**src/rtl/mode_pkg.sv**
```systemverilog
// Shared types and defaults for the clock-display mode controller.
package mode_pkg;

  typedef enum logic [1:0] {
    S_TIME      = 2'd0,
    S_ALARMSET  = 2'd1,
    S_STOPWATCH = 2'd2
  } mode_t;

  localparam logic [15:0] DEBOUNCE_DEF = 16'd20000;
  localparam logic [5:0]  TIMEOUT_DEF  = 6'd30;

endpackage

```
**src/rtl/btn_debounce.sv**
```systemverilog
// Two-flop synchroniser, stable-level debounce and registered press pulse
// for a front-panel push button.
module btn_debounce
  import mode_pkg::*;
#(
  parameter logic [15:0] DEBOUNCE_CYCLES = DEBOUNCE_DEF
) (
  input  logic clk,
  input  logic rst,
  input  logic btn,
  output logic press
);

  logic        sync_1;
  logic        btn_s;
  logic        btn_d;
  logic [15:0] cnt;

  always_ff @(posedge clk or posedge rst) begin
    if (rst) begin
      sync_1 <= 1'b0;
      btn_s  <= 1'b0;
      btn_d  <= 1'b0;
      cnt    <= '0;
      press  <= 1'b0;
    end else begin
      sync_1 <= btn;
      btn_s  <= sync_1;
      press  <= 1'b0;
      if (btn_s == btn_d) begin
        cnt <= '0;
      end else if (cnt == DEBOUNCE_CYCLES - 16'd1) begin
        // Accept the new level; only a 0->1 acceptance is a press.
        btn_d <= btn_s;
        cnt   <= '0;
        press <= btn_s;
      end else begin
        cnt <= cnt + 16'd1;
      end
    end
  end

endmodule

```
**src/rtl/mode_sequencer.sv**
```systemverilog
// Mode FSM (TIME -> ALARMSET -> STOPWATCH), alarm-set inactivity timeout
// and registered select decode for the display digit muxes.
module mode_sequencer
  import mode_pkg::*;
#(
  parameter logic [15:0] DEBOUNCE_CYCLES = DEBOUNCE_DEF,
  parameter logic [5:0]  TIMEOUT_SEC     = TIMEOUT_DEF
) (
  input  logic CLK,
  input  logic RST,
  input  logic MODE_BTN,
  input  logic SEC_TICK,
  input  logic SET_ACTIVITY,
  input  logic ALARM_RING,
  output logic ALARMSET_RUN,
  output logic STOPWATCH_RUN,
  output logic MODE_CHG
);

  mode_t      state;
  mode_t      next_state;
  logic       press;
  logic       timeout;
  logic [5:0] tmo_cnt;

  btn_debounce #(.DEBOUNCE_CYCLES(DEBOUNCE_CYCLES)) u_mode_btn (
    .clk   (CLK),
    .rst   (RST),
    .btn   (MODE_BTN),
    .press (press)
  );

  always_comb begin
    timeout = (state == S_ALARMSET) && SEC_TICK && !SET_ACTIVITY &&
              (tmo_cnt == TIMEOUT_SEC - 6'd1);
    next_state = state;
    if (ALARM_RING) begin
      next_state = S_TIME;
    end else begin
      case (state)
        S_TIME:      if (press) next_state = S_ALARMSET;
        S_ALARMSET:  if (press) next_state = S_STOPWATCH;
                     else if (timeout) next_state = S_TIME;
        S_STOPWATCH: if (press) next_state = S_TIME;
        default:     next_state = S_TIME;
      endcase
    end
  end

  // Selects and MODE_CHG are registered from next_state so they move
  // together with the state register.
  always_ff @(posedge CLK or posedge RST) begin
    if (RST) begin
      state         <= S_TIME;
      ALARMSET_RUN  <= 1'b0;
      STOPWATCH_RUN <= 1'b0;
      MODE_CHG      <= 1'b0;
      tmo_cnt       <= '0;
    end else begin
      state         <= next_state;
      ALARMSET_RUN  <= (next_state == S_ALARMSET);
      STOPWATCH_RUN <= (next_state == S_STOPWATCH);
      MODE_CHG      <= (next_state != state);
      if (state != S_ALARMSET || next_state != S_ALARMSET || SET_ACTIVITY)
        tmo_cnt <= '0;
      else if (SEC_TICK && tmo_cnt != TIMEOUT_SEC - 6'd1)
        tmo_cnt <= tmo_cnt + 6'd1;
    end
  end

endmodule

```
**config.mk**
```make
export PLATFORM = sky130hd
export DESIGN_NAME = mode_sequencer
export DESIGN_NICKNAME = d
export VERILOG_FILES = /design/src/rtl/mode_pkg.sv /design/src/rtl/btn_debounce.sv /design/src/rtl/mode_sequencer.sv
export SDC_FILE = /design/constraint.sdc
export NUM_CORES = 1
export LEC_CHECK = 0
export CAP_MARGIN = 0
export CORE_UTILIZATION = 62
export DETAILED_ROUTE_END_ITERATION = 12
export GPL_TIMING_DRIVEN = 1
export PLACE_DENSITY = 0.83
export SYNTH_ARGS = -nofsm -noshare
export SYNTH_HDL_FRONTEND = slang
export SYNTH_SLANG_ARGS = --single-unit
```
**constraint.sdc**
```tcl
create_clock -name CLK -period 3.8 [get_ports CLK]
set_clock_uncertainty 0.1 [all_clocks]
set_input_delay 1.14 -clock CLK [delete_from_list [all_inputs] [get_ports CLK]]
set_output_delay 1.14 -clock CLK [all_outputs]
set_load 0.005 [all_outputs]
```
* Word-level counts from Yosys, hierarchy flattened
Cells that the tools add are included.
** Word-level totals
- Flip-flop bits (word level) :: 31
- Input bits :: 6
- Output and inout port bits :: 3
- Word-level logic and storage cells :: 46
** Cells by class
- Add/sub/neg operators :: 2
- Eq/ne operators :: 11
- Muxes and demuxes :: 12
- Bitwise logic cells :: 1
- Reduce and logical (&&, ||, !) cells :: 10
** Operators with widths (count)
- $mux W16 :: 2
- $add A16 B1 Y16 const B :: 1
- $eq A16 B15 Y1 const B :: 1
- $mux W6 :: 2
- $mux W2 :: 5
- $add A6 B1 Y6 const B :: 1
- $eq A6 B5 Y1 const B :: 1
- $ne A6 B5 Y1 const B :: 1
- $pmux W2 S3 :: 1
- $eq A2 B1 Y1 const B :: 2
- $eq A2 B2 Y1 const B :: 2
- $logic_and A1 B1 Y1 :: 4
- $ne A2 B1 Y1 const B :: 2
- $logic_not A2 Y1 :: 1
- $logic_or A1 B1 Y1 :: 2
- $mux W1 :: 2
- $ne A2 B2 Y1 :: 1
- $reduce_and A2 Y1 :: 1
- $reduce_bool A2 Y1 :: 1
- $eq A1 B1 Y1 :: 1
- $logic_not A1 Y1 :: 1
- $not A1 Y1 :: 1

* Depth between registers and ports, before layout
Gate-level depths: netlist of run 1.
- Word-level depth :: 12
- Gate-level depth with buffers :: 6
- Gate-level depth less buffers :: 6

* By module
From an unflattened synthesis of run 1, not the netlist that was laid out.
** Second synthesis, totals
- Cell total of the unflattened synthesis :: 149
- Area, all modules :: 1582.8 um^2
** By module, submodules not included
- btn_debounce :: instances 1, cells each 89, area an instance 980.9 um^2, seq. area each 500.5 um^2
- mode_sequencer :: instances 1, cells each 60, area an instance 601.8 um^2, seq. area each 275.3 um^2

* Worst setup path before layout of run 1
No wires, ideal clock.
- Kind :: in2reg
- Start :: input port ALARM_RING
- End :: register tmo_cnt[1]
- Setup time :: 0.099 ns
- Arrival time :: 2.234 ns
- Path slack :: 1.366 ns
- Stages on the path :: 3
- Path through :: or4b_1 > a211o_1 > a311oi_1
** Between the ends
- Cells in the longest elaborated chain, start to end :: 5
- Elaborated cells on any way between the ends :: 6
** Ends and longest elaborated chain
- start, declared :: RTL line mode_sequencer.sv:14 : input logic ALARM_RING,
- $mux W2 (*) :: RTL line mode_sequencer.sv:37 : if (ALARM_RING) begin
- $ne A2 B1 Y1 (*) :: RTL line mode_sequencer.sv:64 : if (state != S_ALARMSET || next_state != S_ALARMSET || SET_ACTIVITY)
- $logic_or A1 B1 Y1 (*) (2 in series) :: RTL line mode_sequencer.sv:64
- $mux W6 or $reduce_bool A2 Y1 (tied branches)
- end signal, assigned :: RTL line mode_sequencer.sv:67 : tmo_cnt <= tmo_cnt + 6'd1;
- end, declared :: RTL line mode_sequencer.sv:24 : logic [5:0] tmo_cnt;
Mark *: on every way between the ends. The rest lies on a longest branch, timed or not.
A chain may end at the register's enable or synchronous reset.

* Final worst setup path of run 1
Same ends and word-level chain as after synthesis.

==> results.cfg, run 1 <==
[outcome]
status = finished, final reports clean

[floorplanning]
row_count = 17
core_um2 = 2233
initial_utilization_pct = 66.05
die_y_um = 50.78
dieArea_um2 = 2579
die_w_um = 50.78
io_pins = 9

[synthesis]
synth-simple-area-share_pct = 26.63
avgSynthCellArea_um2 = 10.24
synth-seq-cells = 31
ys_seq_area_share_pct = 52.59
synth_xor_area_share_pct = 8.906
synth_top_cell_area_share_pct = 52.59
synth_top_cell_by_area = dfrtp_1
synth_top_family_by_area = simple AND/OR/NAND/NOR gates
synthesis.area_um2 = 1475
yosys.area_share.adder_pct = 2.545
synth_compound_area_share_pct = 5.428
synth_cell_type_count = 33
syn_nets = 153
yosysWarningCount = 0
synthMuxAreaShare_pct = 2.120
syn_inst = 144
synth_area_leaders = dfrtp_1, nor2_1, xnor2_1, xor2_1, ha_1

[cts]
clkTransAtPathRegs_ns = 0.11
clockBufferDepth = 2
clockRootBuffer = clkbuf_4
h-tree-depth = 2
cts_buffers = 5
cts_num_sinks = 31
cts_tree = yes
postCtsSetupBuffers = 0
insertion_delay_ns = 0.34
hold_buffers = 0
ctsResizeCount = 0

[power_and_ir_drop]
switching_share_pct = 21.64
seqPwrFrac_pct = 52.9
p_clk_share_pct = 43.1
vdd_drop_max_mv = 0.3387
pwr-share-comb_pct = 4.0
p_per_area_nw_per_um2 = 380.2
p_leak_nw = 0.7265
intPower_uw = 499.5
finalPower_uw = 637.4
power_switching_uw = 137.9

[placed_design]
post-place-ws_ns = 0.6666
dp_hpwl_um = 1875
place_inst = 179
io_buffers = 8
place.gp.congestion = 0.8432
place_area_um2 = 1590

[cells_and_area]
final_cells = 187
multi_input_area_um2 = 673.1
regArea_um2 = 775.7
area_growth_pct = 13.66
design_area_um2 = 1677
final_common_cell = dfrtp_1
final_nets = 167
diodes = 0
drive_gt1_share_pct = 9.434
fin_util_pct = 75.07
fill_cells = 162
layout_common_cells = dfrtp_1, nor2_1, xnor2_1

[sta]
slew_viol_final = 0
fin_crit_sh_pct = 72.14
hold_ws_ns = 0.2635
hold_viol = 0
setup_viol_count_final = 0
timing.fmax_mhz = 364.8
postLayoutSetupSlackWorst_ns = 1.059
tightestPinTransition_ns = 0.4482
final.setup.tns_ns = 0
rsz0062_at_grt = false
post-route-min-period_ns = 2.741
max-slew-margin-rel_pct = 70.05

[routing]
drc = 0
vias = 1104
ant_nets = 0
viasPerCell = 5.904
drt_wl_total_um = 2760
routedWlPerCell_um = 14.76
drtIter0Drc = 25
first_pass_iters = 4

[flow_run]
drv_cap = 0

[grt]
gr-total-overflow = 0
grt_max_degree = 32
first_global_vias = 1087
grt_first_pass_wirelength_um = 4719
antenna_found_initial = 0
grt_util_all_layers_pct = 26.16

[critical_path]
critPathKind = primary input to register
crit_required_ns = 3.96
arrival_ns = 2.90
cp_max_fo = 7
end_kind = register
critPathLaunchType = primary input

[worst_hold_path]
hold_class = register to register
[worst max-delay path, cell delays in order]
cell,delay (ns)
clkdlybuf4s50_1,0.51
or4b_1,0.60
a211o_1,0.39
a311oi_1,0.26
[flip-flops by register name, summed over array words and instances, names as in the netlist]
signal and flops:
tmo_cnt 6, state 2, u_mode_btn.sync_1 1, u_mode_btn.btn_s 1, u_mode_btn.press 1, STOPWATCH_RUN 1
u_mode_btn.cnt 16, u_mode_btn.btn_d 1, MODE_CHG 1, ALARMSET_RUN 1
[cell usage after synthesis]
master / count
nand3b_1: 1
and2_1: 1
or4b_1: 1
or4_4: 1
and4_2: 1
xnor2_1: 9
mux2i_1: 2
ha_1: 3
o21ai_0: 6
or2_1: 1
and4_1: 1
dfrtp_1: 31
nor3_1: 4
and3_1: 2
nand4_1: 6
nand3_1: 6
nor3b_1: 2
nand4_4: 1
a21oi_1: 5
nor4b_1: 1
a311oi_1: 1
xor2_1: 6
nor2_1: 26
nand3_2: 1
a211o_1: 1
clkbuf_1: 2
nand2_1: 7
o21a_1: 1
inv_1: 5
nor4_1: 4
or4b_2: 1
mux2_2: 1
or3_1: 3
[power by group through the flow]
stage	Clock (mW)	Sequential [mW]	Combinational (mW)
2_1_floorplan	0	0.343	0.0150
3_3_place_gp	0	0.343	0.0252
3_5_place_dp	0	0.344	0.0263
4_1_cts	0.276	0.337	0.0264
5_1_grt	0.288	0.338	0.0295
6_report	0.274	0.337	0.0257
[cell type report]
| cell class | instances | area share (%) |
|---|---|---|
| clock buffer | 6 | 3.060 |
| multi-input combinational | 106 | 40.15 |
| tap | 28 | 2.090 |
| timing repair buffer | 9 | 5.224 |
| sequential | 31 | 46.27 |
| inverter | 5 | 1.119 |
| clock inverter | 2 | 2.090 |
[path summary, 6_finish.rpt]
path | from | end | slack (ns) | cells after the start
min in group asynchronous | RST | u_mode_btn.cnt[8] | 1.06 | 3
max reg2reg | u_mode_btn.cnt[2] | u_mode_btn.cnt[15] | 1.92 | 4
max in group asynchronous | RST | u_mode_btn.cnt[1] | 2.26 | 3
min | u_mode_btn.sync_1 | u_mode_btn.btn_s | 0.26 | 0
max | ALARM_RING | tmo_cnt[1] | 1.06 | 4
min reg2reg | u_mode_btn.sync_1 | u_mode_btn.btn_s | 0.26 | 0
[routing by layer]
| metal | track usage [%] | vias up | share of wire, % |
|---|---|---|---|
| li1 | - | 535 | - |
| met1 | 33.13 | 531 | 45 |
| met2 | 39.33 | 27 | 48 |
| met3 | 6.364 | 11 | 3.8 |
| met4 | 18.06 | 0 | 3.7 |
| met5 | 0 | - | 0 |
[cell families after synthesis]
logic type / count (synthesis)
adder cells (fa/ha/maj): 3
buffers and inverters: 7
flip-flops: 31
multiplexers: 3
XOR/XNOR: 15
AO/OA/AOI/OAI: 14
AND/OR/NAND/NOR: 71
Note: power is estimated with default switching activity, not from simulation.
==> run 2, diff against run 1 <==
Settings changed: CORE_UTILIZATION 62 to 57, PLACE_DENSITY 0.83 to 0.77.
Clock period 3.8 ns to 2.6 ns, I/O delays scaled along.
==> run 2 against run 1 <==
Net effect: clock-buffer cell count unchanged; via count shrank 2.4%; setup slack worse by 0.64 ns; register-to-register slack got worse by 1.2 ns; critical path type unchanged; largest cell class unchanged; highest routed layer unchanged.
==> results.cfg, run 2 (same netlist as run 1, synthesis figures left out) <==
[sta]
tightestPinTransition_ns = 0.4697
post-route-min-period_ns = 2.177
postLayoutSetupSlackWorst_ns = 0.4226
timing.fmax_mhz = 459.3
hold_viol = 0
final.setup.tns_ns = 0
fin_crit_sh_pct = 83.75
max-slew-margin-rel_pct = 68.61
rsz0062_at_grt = false
setup_viol_count_final = 0
slew_viol_final = 0

[grt]
antenna_found_initial = 0
grt_util_all_layers_pct = 23.58
grt_max_degree = 32
grt_first_pass_wirelength_um = 4588
first_global_vias = 1071
gr-total-overflow = 0

[cells_and_area]
layout_common_cells = dfrtp_1, nor2_1, xnor2_1
fin_util_pct = 67.79
largest_reg_flops = 16
final_common_cell = dfrtp_1
drive_gt1_share_pct = 10.00
diodes = 0
design_area_um2 = 1664
top_regs = u_mode_btn.cnt x16, tmo_cnt x6, state x2
area_growth_pct = 12.81
final_nets = 169
top_register = u_mode_btn.cnt

[worst_hold_path]
hold_start = u_mode_btn.sync_1
holdPathStages = 0
min_to = u_mode_btn.btn_s
hold_class = register to register

[cts]
clockBufferDepth = 2
h-tree-depth = 2
clkTransAtPathRegs_ns = 0.09
cts_tree = yes
ctsResizeCount = 0
cts_buffers = 5
insertion_delay_ns = 0.34
hold_buffers = 0
clockRootBuffer = clkbuf_4
cts_num_sinks = 31
postCtsSetupBuffers = 0

[floorplanning]
dieArea_um2 = 2795
core_um2 = 2455
io_pins = 9
row_count = 18
die_w_um = 52.87
initial_utilization_pct = 60.09
die_y_um = 52.87

[critical_path]
r2r-end = u_mode_btn.cnt[2]
critPathLaunchType = primary input
arrival_ns = 2.34
critPathKind = primary input to register
cp_max_fo = 4
end_kind = register
reg2regPathDepth = 5
crit_required_ns = 2.77
r2r_start = u_mode_btn.cnt[1]
rrSetupSlack_ns = 0.69

[routing]
viasPerCell = 5.674
drt_wl_total_um = 2632
ant_nets = 0
routedWlPerCell_um = 13.85
drtIter0Drc = 23
first_pass_iters = 4
drc = 0
vias = 1078

[power_and_ir_drop]
vdd_drop_max_mv = 0.4263
p_leak_nw = 0.7213
p_per_area_nw_per_um2 = 490.1

[flow_run]
drv_cap = 0

[placed_design]
dp_hpwl_um = 1803
place_area_um2 = 1608
post-place-ws_ns = 0.05349
place.gp.congestion = 0.8126
io_buffers = 8

[outcome]
status = finished, final reports clean
-- run 2: worst max path at each step --
stage	end	slack, ns	from
after global routing	tmo_cnt[5]	0.36	ALARM_RING
after floorplan	tmo_cnt[1]	0.53	ALARM_RING
after global placement	tmo_cnt[1]	0.10	ALARM_RING
after CTS	tmo_cnt[4]	0.42	ALARM_RING
after detailed placement	tmo_cnt[1]	0.05	ALARM_RING
final	tmo_cnt[4]	0.42	ALARM_RING
-- run 2: layout make-up --
type	instances	area, um^2
Clock buffer	6	51.30
Clock inverter	1	5.005
Inverter	5	18.77
Sequential cell	31	775.7
Multi-Input combinational cell	106	673.1
Fill cell	195	790.8
Tap cell	30	37.54
Timing Repair Buffer	11	102.6
-- run 2: layer usage --
layer / track usage [%] / wire length, um
met5: 0 / 0
met4: 9.649 / 46
met3: 9.195 / 106
met2: 35.44 / 1233
met1: 30.26 / 1246
-- run 2: through the flow --
| step | instances | power [mW] | hold slack [ns] |
|---|---|---|---|
| 5_1_grt | 190 | 0.8497 | 0.2719 |
| 3_5_place_dp | 183 | 0.5425 | 0.2490 |
| 4_1_cts | 190 | 0.8218 | 0.2700 |
| 2_1_floorplan | 144 | 0.5234 | 0.2312 |
| 3_3_place_gp | 183 | 0.5405 | 0.2450 |
| 6_report | 190 | 0.8156 | 0.2672 |
-- run 2: worst max-delay path, cell delays in order --
cell and delay (ns):
clkdlybuf4s50_1 0.42, or4b_1 0.55, a211o_1 0.33, buf_4 0.16
nor2_1 0.11
-- run 2: power by group --
group / switching (mW) / internal (mW)
Sequential: 0.00596 / 0.488
Combinational: 0.0231 / 0.0162
Clock: 0.158 / 0.125
